File: src/rtl/sym_bfly_pkg.sv
// sym_bfly_pkg: shared flit format, allocator state and helpers for the butterfly switch
package sym_bfly_pkg;
  localparam int RADIX     = 4;
  localparam int HEAD_BIT  = 17;
  localparam int TAIL_BIT  = 16;
  localparam int PAYLOAD_W = 16;

  typedef struct packed {
    logic                 head;
    logic                 tail;
    logic [PAYLOAD_W-1:0] payload;
  } flit_t;

  typedef enum logic [0:0] {
    IDLE   = 1'b0,
    LOCKED = 1'b1
  } alloc_state_e;

  // one-hot (at most one bit set) to binary index
  function automatic logic [1:0] oh2idx(input logic [RADIX-1:0] oh);
    logic [1:0] idx;
    idx = '0;
    for (int i = 0; i < RADIX; i++)
      if (oh[i]) idx = 2'(i);
    return idx;
  endfunction
endpackage

File: src/rtl/sw4_alloc_rr_arb4.sv
// rr_arb4: 4-request round-robin arbiter, search starts at ptr
module rr_arb4 (
  input  logic [3:0] req,
  input  logic [1:0] ptr,
  output logic [3:0] gnt,
  output logic       vld
);
  logic [1:0] idx;
  // scan from farthest to nearest so the requester closest to ptr wins
  always_comb begin
    gnt = '0;
    vld = 1'b0;
    idx = '0;
    for (int k = 3; k >= 0; k--) begin
      idx = ptr + 2'(k);
      if (req[idx]) begin
        gnt = 4'b0001 << idx;
        vld = 1'b1;
      end
    end
  end
endmodule

File: src/rtl/sw4_alloc.sv
// sw4_alloc: radix-4 wormhole switch allocator with registered output stage
module sw4_alloc
  import sym_bfly_pkg::*;
#(
  parameter int CHANNEL_WIDTH = 18,
  parameter int ADR_LSB       = 0
) (
  input  logic                                  clk,
  input  logic                                  rst_n,
  input  logic [RADIX-1:0]                      in_vld,
  input  logic [RADIX-1:0][CHANNEL_WIDTH-1:0]   in_ch,
  output logic [RADIX-1:0]                      in_rdy,
  output logic [RADIX-1:0]                      out_vld,
  output logic [RADIX-1:0][CHANNEL_WIDTH-1:0]   out_ch,
  input  logic [RADIX-1:0]                      out_rdy,
  output logic                                  err_proto
);
  alloc_state_e                          state_q [RADIX];
  alloc_state_e                          state_d [RADIX];
  logic [RADIX-1:0][1:0]                 owner_q, owner_d;
  logic [RADIX-1:0][1:0]                 rr_ptr_q, rr_ptr_d;
  logic [RADIX-1:0]                      out_vld_q, out_vld_d;
  logic [RADIX-1:0][CHANNEL_WIDTH-1:0]   out_ch_q, out_ch_d;
  logic                                  err_q, err_d;
  logic [RADIX-1:0]                      owns, free, arb_vld;
  logic [RADIX-1:0][RADIX-1:0]           req, arb_gnt, sel;
  logic [1:0]                            gi;

  // decode head requests per output; inputs already holding a lock may not request
  always_comb begin
    owns = '0;
    free = '0;
    req  = '0;
    for (int o = 0; o < RADIX; o++) begin
      free[o] = !out_vld_q[o] || out_rdy[o];
      for (int i = 0; i < RADIX; i++)
        if (state_q[o] == LOCKED && owner_q[o] == 2'(i)) owns[i] = 1'b1;
    end
    for (int o = 0; o < RADIX; o++)
      for (int i = 0; i < RADIX; i++)
        req[o][i] = in_vld[i] && in_ch[i][HEAD_BIT] && !owns[i] &&
                    in_ch[i][ADR_LSB+1:ADR_LSB] == 2'(o);
  end

  for (genvar o = 0; o < RADIX; o++) begin : g_arb
    rr_arb4 u_arb (
      .req (req[o]),
      .ptr (rr_ptr_q[o]),
      .gnt (arb_gnt[o]),
      .vld (arb_vld[o])
    );
  end

  // pick the input each free output takes this cycle: arbiter winner or lock owner's body flit
  always_comb begin
    sel    = '0;
    in_rdy = '0;
    for (int o = 0; o < RADIX; o++)
      for (int i = 0; i < RADIX; i++)
        sel[o][i] = free[o] && (state_q[o] == IDLE ? arb_vld[o] && arb_gnt[o][i]
                                                   : owner_q[o] == 2'(i) && in_vld[i] && !in_ch[i][HEAD_BIT]);
    for (int i = 0; i < RADIX; i++)
      for (int o = 0; o < RADIX; o++)
        in_rdy[i] = in_rdy[i] | sel[o][i];
    in_rdy = in_rdy & {RADIX{rst_n}};
  end

  // output register, lock FSM, round-robin pointer and sticky protocol error
  always_comb begin
    owner_d   = owner_q;
    rr_ptr_d  = rr_ptr_q;
    out_vld_d = out_vld_q;
    out_ch_d  = out_ch_q;
    err_d     = err_q;
    gi        = '0;
    for (int o = 0; o < RADIX; o++) begin
      state_d[o] = state_q[o];
      gi = oh2idx(sel[o]);
      if (free[o]) begin
        out_vld_d[o] = |sel[o];
        if (|sel[o]) out_ch_d[o] = in_ch[gi];
      end
      if (|sel[o] && state_q[o] == IDLE) begin
        rr_ptr_d[o] = gi + 2'd1;
        if (!in_ch[gi][TAIL_BIT]) begin
          state_d[o] = LOCKED;
          owner_d[o] = gi;
        end
      end else if (|sel[o] && in_ch[gi][TAIL_BIT]) begin
        state_d[o] = IDLE;
      end
    end
    for (int i = 0; i < RADIX; i++)
      if (in_vld[i] && (in_ch[i][HEAD_BIT] ? owns[i] : !owns[i])) err_d = 1'b1;
  end

  // state registers; reset aborts every lock and drops in-flight flits
  always_ff @(posedge clk or negedge rst_n) begin
    if (!rst_n) begin
      for (int o = 0; o < RADIX; o++) state_q[o] <= IDLE;
      owner_q   <= '0;
      rr_ptr_q  <= '0;
      out_vld_q <= '0;
      out_ch_q  <= '0;
      err_q     <= 1'b0;
    end else begin
      for (int o = 0; o < RADIX; o++) state_q[o] <= state_d[o];
      owner_q   <= owner_d;
      rr_ptr_q  <= rr_ptr_d;
      out_vld_q <= out_vld_d;
      out_ch_q  <= out_ch_d;
      err_q     <= err_d;
    end
  end

  assign out_vld   = out_vld_q;
  assign out_ch    = out_ch_q;
  assign err_proto = err_q;
endmodule

File: config.mk
export PLATFORM = sky130hd
export DESIGN_NAME = sw4_alloc
export DESIGN_NICKNAME = d
export VERILOG_FILES = /design/src/rtl/sym_bfly_pkg.sv /design/src/rtl/sw4_alloc_rr_arb4.sv /design/src/rtl/sw4_alloc.sv
export SDC_FILE = /design/constraint.sdc
export NUM_CORES = 1
export LEC_CHECK = 0
export ABC_AREA = 1
export ABC_CLOCK_PERIOD_IN_PS = 2400
export CELL_PAD_IN_SITES_DETAIL_PLACEMENT = 1
export CELL_PAD_IN_SITES_GLOBAL_PLACEMENT = 1
export CORE_UTILIZATION = 34
export CTS_CLUSTER_SIZE = 40
export DETAILED_ROUTE_END_ITERATION = 10
export PLACE_DENSITY = 0.84
export SYNTH_ARGS = -nofsm -noshare
export SYNTH_HDL_FRONTEND = slang
export SYNTH_SLANG_ARGS = --single-unit
File: constraint.sdc
create_clock -name clk -period 2.4 [get_ports clk]
set_input_delay 0.24 -clock clk [delete_from_list [all_inputs] [get_ports clk]]
set_output_delay 0.24 -clock clk [all_outputs]
set_load 0.05 [all_outputs]
# Word-level counts from Yosys, hierarchy flattened
# Cells that the tools add are included.
# word_totals
out_inout_bits	81
elab_cells	419
input_bits	82
reg_bits	97
# op_classes
reduce_logical	161
n_lt_le_gt_ge	20
n_bitwise	21
n_eq_ne	28
shift	16
add_sub_neg	16
muxes	136
# op_table
op	count
$bmux W18 S2	4
$logic_and A1 B1 Y1	116
$mux W1	88
$mux W18	4
$mux W4	16
$shl A1 B2 Y4 const A	16
$lt A2 B3 Y1 const B	20
$bmux W1 S2	16
$eq A2 B2 Y1 const B	16
$reduce_and A2 Y1	12
$add A2 B1 Y2 const B	8
$add A2 B2 Y2 const B	8
$eq A2 B1 Y1 const B	8
$logic_not A2 Y1	8
$mux W2	8
$reduce_or A4 Y1	4
$logic_not A1 Y1	12
$or A1 B1 Y1	12
$ne A2 B2 Y1 const B	4
$not A1 Y1	8
$reduce_bool A2 Y1	4
$and A4 B4 Y4	1
$logic_or A1 B1 Y1	4
$reduce_bool A4 Y1	1

# Longest topological paths before layout
# logic_depth
word_depth	26
depth_mapped	23
mapped_depth_nobuf	22

# Hierarchy
# A second synthesis with hierarchy kept.
# unflattened
cells_unflattened	1561
hier_area_um2	9381.5
# by_module_without_submodules
module	instances	area_per_inst_um2	cells_per_inst
sw4_alloc	1	7459.7	1233
rr_arb4	4	480.5	82

# Least setup slack after synthesis
# Ideal clock, no wire load.
# synth_path
kind	reg-to-output
start	register state_q[3] (netlist bit)
end	output port in_rdy[3]
path_stages_with_launch	19
path_buffers	3
arrival_time_ns	2.796
slack_ns	-0.636
cell_sequence	dfrtp_1 buf_2 nand3_1 nand2_1 nor2_4 nand4_1 nand3_2 nand2_4 nand2_1 inv_1 nand2_1 nand2_1 nand2_1 nand2_1 nand2_1 nand2_2 buf_6 buf_2 a41oi_1
# synth_between
elab_chain_cells	21
elab_cells_between_ends	124
cone_classes	84 x mux; 4 x bitwise; 36 x reduce/logical
# synth_rtl
element	line	rtl
from (decl)	sw4_alloc.sv:18	alloc_state_e state_q [RADIX];
$logic_and A1 B1 Y1	sw4_alloc.sv:37	if (state_q[o] == LOCKED && owner_q[o] == 2'(i)) owns[i] = 1'b1;
$mux W1 (4 in a row)	sw4_alloc.sv:37	
$logic_not A1 Y1	sw4_alloc.sv:41	req[o][i] = in_vld[i] && in_ch[i][HEAD_BIT] && !owns[i] &&
$logic_and A1 B1 Y1 (2 in a row)	sw4_alloc.sv:41	
$bmux W1 S2	sw4_alloc_rr_arb4.sv:16	if (req[idx]) begin
$mux W1 (not written as such)	sw4_alloc_rr_arb4.sv:16	
$mux W1 / $mux W4 (equally long branches) (4 in a row)	sw4_alloc_rr_arb4.sv:16	
$logic_and A1 B1 Y1	sw4_alloc.sv:60	sel[o][i] = free[o] && (state_q[o] == IDLE ? arb_vld[o] && arb_gnt[o][i]
$mux W1	sw4_alloc.sv:60	
$logic_and A1 B1 Y1	sw4_alloc.sv:60	
$or A1 B1 Y1 (2 in a row)	sw4_alloc.sv:64	in_rdy[i] = in_rdy[i] | sel[o][i];
$or A1 B1 Y1 *	sw4_alloc.sv:64	
$and A4 B4 Y4 *	sw4_alloc.sv:65	in_rdy = in_rdy & {RADIX{rst_n}};
to (decl)	sw4_alloc.sv:12	output logic [RADIX-1:0] in_rdy,
# Every way passes the cells marked *; elsewhere a longest branch is shown, timed or not. The select of a mux whose other input is x is not followed.

# Final worst setup path
# layout_path
start	register owner_q[5] (netlist bit)
end	register out_ch_q (netlist bit out_ch[35])
# layout_between
elab_chain_cells	21
elab_cells_between_ends	63
cone_classes	3 x eq/ne; 33 x mux; 27 x reduce/logical
# layout_rtl
element	line	rtl
from (decl)	sw4_alloc.sv:20	logic [RADIX-1:0][1:0] owner_q, owner_d;
from (signal assigned)	sw4_alloc.sv:108	owner_q <= owner_d;
$eq A2 B1 Y1 (tied with other cells)	sw4_alloc.sv:37	
$logic_and A1 B1 Y1	sw4_alloc.sv:37	
$mux W1 (2 in a row)	sw4_alloc.sv:37	
$logic_not A1 Y1	sw4_alloc.sv:41	
$logic_and A1 B1 Y1 (2 in a row)	sw4_alloc.sv:41	
$bmux W1 S2	sw4_alloc_rr_arb4.sv:16	
$mux W1 (not written as such)	sw4_alloc_rr_arb4.sv:16	
$mux W1 / $mux W4 (equally long branches) (4 in a row)	sw4_alloc_rr_arb4.sv:16	
$logic_and A1 B1 Y1	sw4_alloc.sv:60	
$mux W1	sw4_alloc.sv:60	
$logic_and A1 B1 Y1	sw4_alloc.sv:60	
$mux W1	sym_bfly_pkg.sv:24	if (oh[i]) idx = 2'(i);
$mux W2 (2 in a row)	sym_bfly_pkg.sv:24	
$bmux W18 S2	sw4_alloc.sv:81	if (|sel[o]) out_ch_d[o] = in_ch[gi];
$mux W18	--	
to (signal assigned)	sw4_alloc.sv:111	out_ch_q <= out_ch_d;
to (decl)	sw4_alloc.sv:23	logic [RADIX-1:0][CHANNEL_WIDTH-1:0] out_ch_q, out_ch_d;
# Parallel ways exist; a longest one is shown, timed or not. The select of a mux whose other input is x is not followed.
# A chain may end at the register's enable or synchronous reset.

==> impl_metrics.csv <==
group,metric,value,unit
timing,worst_pin_slew,0.830,ns
worst_setup_path,crit_fanout,9,
timing,finalMaxSlewViolations,0,
floorplan,fp.dieW,165,um
synth,ys_ff_latch,97,
floorplan,io_pins,163,
clock_network,ctsLongestPathBuffers,2,
placement,placed_area,12100,um^2
route,route.vias.total,14100,
synth,synth_nets,1583,
route,wire_per_inst,29.9,um
floorplan,die_y,165,um
synth,synth_cell_types,30,
clock_network,htree_levels,3,
final_layout,synthToLayoutAreaGrowth,66.9,%
global_route,grt_max_degree,49,
run,max_cap_viol_count,0,
synth,synth_area_leader_cell,"dfrtp_1",
floorplan,die_area,27300,um^2
worst_setup_path,critical_path.startpoint_type,"flip-flop",
timing,fin_crit,4.25,ns
synth,yosysTopAreaCellShare,26.8,%
worst_setup_path,required,2.69,ns
worst_setup_path,path_cells,"buf_4 -> nand3_1 -> nand2_2 -> nor2_4 -> buf_12 -> nand4_1 -> nand3_1 -> nand2_2 -> inv_1 -> nand2_1 -> nand2_1 -> nand2_2 -> nand2_4 -> buf_8 -> buf_6 -> nand2_8 -> buf_8 -> a21oi_1 -> nand2_1 -> nand2_1 -> nand2_2 -> nand2_2",
route,ant_nets,0,
run_status,violations,"negative setup slack",
timing,setup_viol,100,
route,first_pass_iters,8,
clock_network,cts.clk_slew.worst_paths,0.08,ns
timing,final_hold_viol_count,0,
timing,maxSlewHeadroom,44.7,%
timing,fin_skew,0.0134,ns
worst_hold_path,hold_class,"in2async",
synth,ys_top_cells_by_count,"nand2_1, nand3_1, inv_1",
worst_setup_path,cp-end-kind,"flip-flop",
worst_setup_path,cp.arrival,4.53,ns
final_layout,final_util,58.0,%
worst_setup_path,slowest_delay,0.64,ns
synth,syn_area,9050,um^2
final_layout,drive_gt1_share,34.9,%
synth,muxShareOfSynthArea,0,%
clock_network,clkSinkCount,97,
final_layout,final_cell_area,15100,um^2
clock_network,cts-root-buf,"clkbuf_16",
floorplan,core,26100,um^2
worst_setup_path,critPathKind,"reg2reg",
route,viasPerCell,6.37,
global_route,grt_pass1_vias,13500,
global_route,grt_pass1_wl,75900,um
worst_setup_path,cpMaxStageDelayCell,"a21oi_1",
final_layout,final_net_count,1966,
global_route,grt_overflow,0,
synth,synth.area.top_cells,"dfrtp_1, nand2_1, nand3_1, inv_1, a21oi_1",
placement,gp_congestion,0.999,
run_status,outcome,"finished with violations",
timing,rsz0062_at_grt,"yes",
timing,clock.fmax,235,MHz
placement,pre_cts_ws,-0.683,ns
synth,synth_compound_area_share,7.64,%
synth,ys_warn_count,0,
clock_network,cts_tree,"built",
synth,synth_seq_area_share,26.8,%
global_route,antenna_found_initial,8,
synth,synth_edf_count,0,
timing,finalCritPeriodShare,177,%
global_route,track_usage,36.7,%
synth,ys_async_sr_fraction,100,%
synth,synth_top_family_by_area,"simple AND/OR/NAND/NOR gates",
route,drt-initial-drc-count,1975,
synth,synth_adder_area_share,2.21,%
synth,yosys.area_share.simple,52.6,%
placement,io_buffer_count,162,
clock_network,clock_latency,0.38,ns
clock_network,cts_buffers,9,
floorplan,start_util,34.7,%
synth,syn_area_per_cell,6.10,um^2
route,route.detailed.drc,0,
route,routed_wl,66000,um
synth,syn_inst,1485,
synth,synth-main-ff-cell,"dfrtp_1",
worst_setup_path,crit_path_frequent_cell,"nand2_2",
synth,synth-xor-area-share,0.0968,%
synth,yosysMostFrequentCell,"nand2_1",
placement,dpl.hpwl,31000,um
timing,setup_ws,-1.85,ns
floorplan,row_count,59,
-- layout make-up --
cell class,count,area [um^2]
Multi-Input combinational cell,1192,6800
Clock buffer,10,229
Antenna cell,2,5.00
Fill cell,3254,11000
Clock inverter,6,43.8
Timing Repair Buffer,433,4640
Tap cell,335,419
Sequential cell,97,2440
Inverter,135,522
-- cells in the final DEF, fill, tap and decap left out, drive strengths merged --
cell type / synthesis / routed
o21a: 1 / 1
buf: 60 / 268
inv: 135 / 136
clkinvlp: 0 / 1
clkbuf: 4 / 14
a21oi: 90 / 90
nor3: 2 / 2
a31oi: 4 / 4
xnor2: 1 / 1
ha: 16 / 16
or2: 60 / 60
dlygate4sd3: 0 / 1
diode: 0 / 2
nand4: 32 / 32
o21ai: 30 / 30
clkinv: 0 / 4
a41oi: 4 / 4
nand3: 256 / 256
dfrtp: 97 / 97
o221ai: 1 / 1
bufbuf: 0 / 3
clkdlybuf4s50: 0 / 157
nand2: 640 / 641
nor2: 52 / 54
-- per-stage QoR --
stage	std cells	setup TNS, ns	hold WS (ns)
4_1_cts	2161	-52.71	0.361
6_report	2210	-92.71	0.366
2_1_floorplan	1485	-0.287	-0.0556
5_1_grt	2208	-104.15	0.369
3_5_place_dp	2079	-54.80	0.208
3_3_place_gp	2079	-49.28	0.215
-- per-layer routing --
layer  track usage, %  vias to the layer above  part of all wire (%)
li1                 -                     5535                     -
met1             41.8                     6709                    33
met2             61.5                     1274                    43
met3             5.54                      543                    13
met4             28.9                        8                    11
met5                0                        -                 0.082
-- sequential cells by signal (all words and copies together), names as in the netlist --
name and flops:
out_ch 72, state_q 4, out_vld 4, rr_ptr_q 8
owner_q 8, err_proto 1
-- final timing paths --
path,startpoint,endpoint,slack (ns),cells past startpoint
min in group clk,out_rdy[3],out_vld[3],0.47,2
max in group asynchronous,rst_n,state_q[3],0.96,3
max,owner_q[5],out_ch[35],-1.85,22
min,rst_n,out_ch[38],0.37,2
max reg2reg,owner_q[5],out_ch[35],-1.85,22
min reg2reg,out_ch[14],out_ch[14],0.49,2
-- kinds of logic (layout without fill, tap and decap cells) --
group / Yosys count / count (layout)
AO/OA/AOI/OAI: 130 / 130
XOR/XNOR: 1 / 1
adder cells (fa/ha/maj): 16 / 16
buffers and inverters: 199 / 584
flip-flops: 97 / 97
other: 0 / 2
AND/OR/NAND/NOR: 1042 / 1045
-- timing repair --
item	4_1_cts	5_1_grt
endpoints found under the hold margin	23	0
resized for setup	228	157
pin swaps	113	90
endpoints found under the setup margin	100	100
cloned	17	6
hold buffers	1	0
buffers inserted	48	42
-- critical path, delay by kind of cell (launching register included) --
kind                   cells  cell delay (ns)
AND/OR/NAND/NOR           15             2.15
flip-flops                 1             0.43
buffers and inverters      6             0.91
AO/OA/AOI/OAI              1             0.64
Power is left out: the tool's default activity adds up to more than one toggle a clock period on the data nets, which glitch-free logic cannot reach.
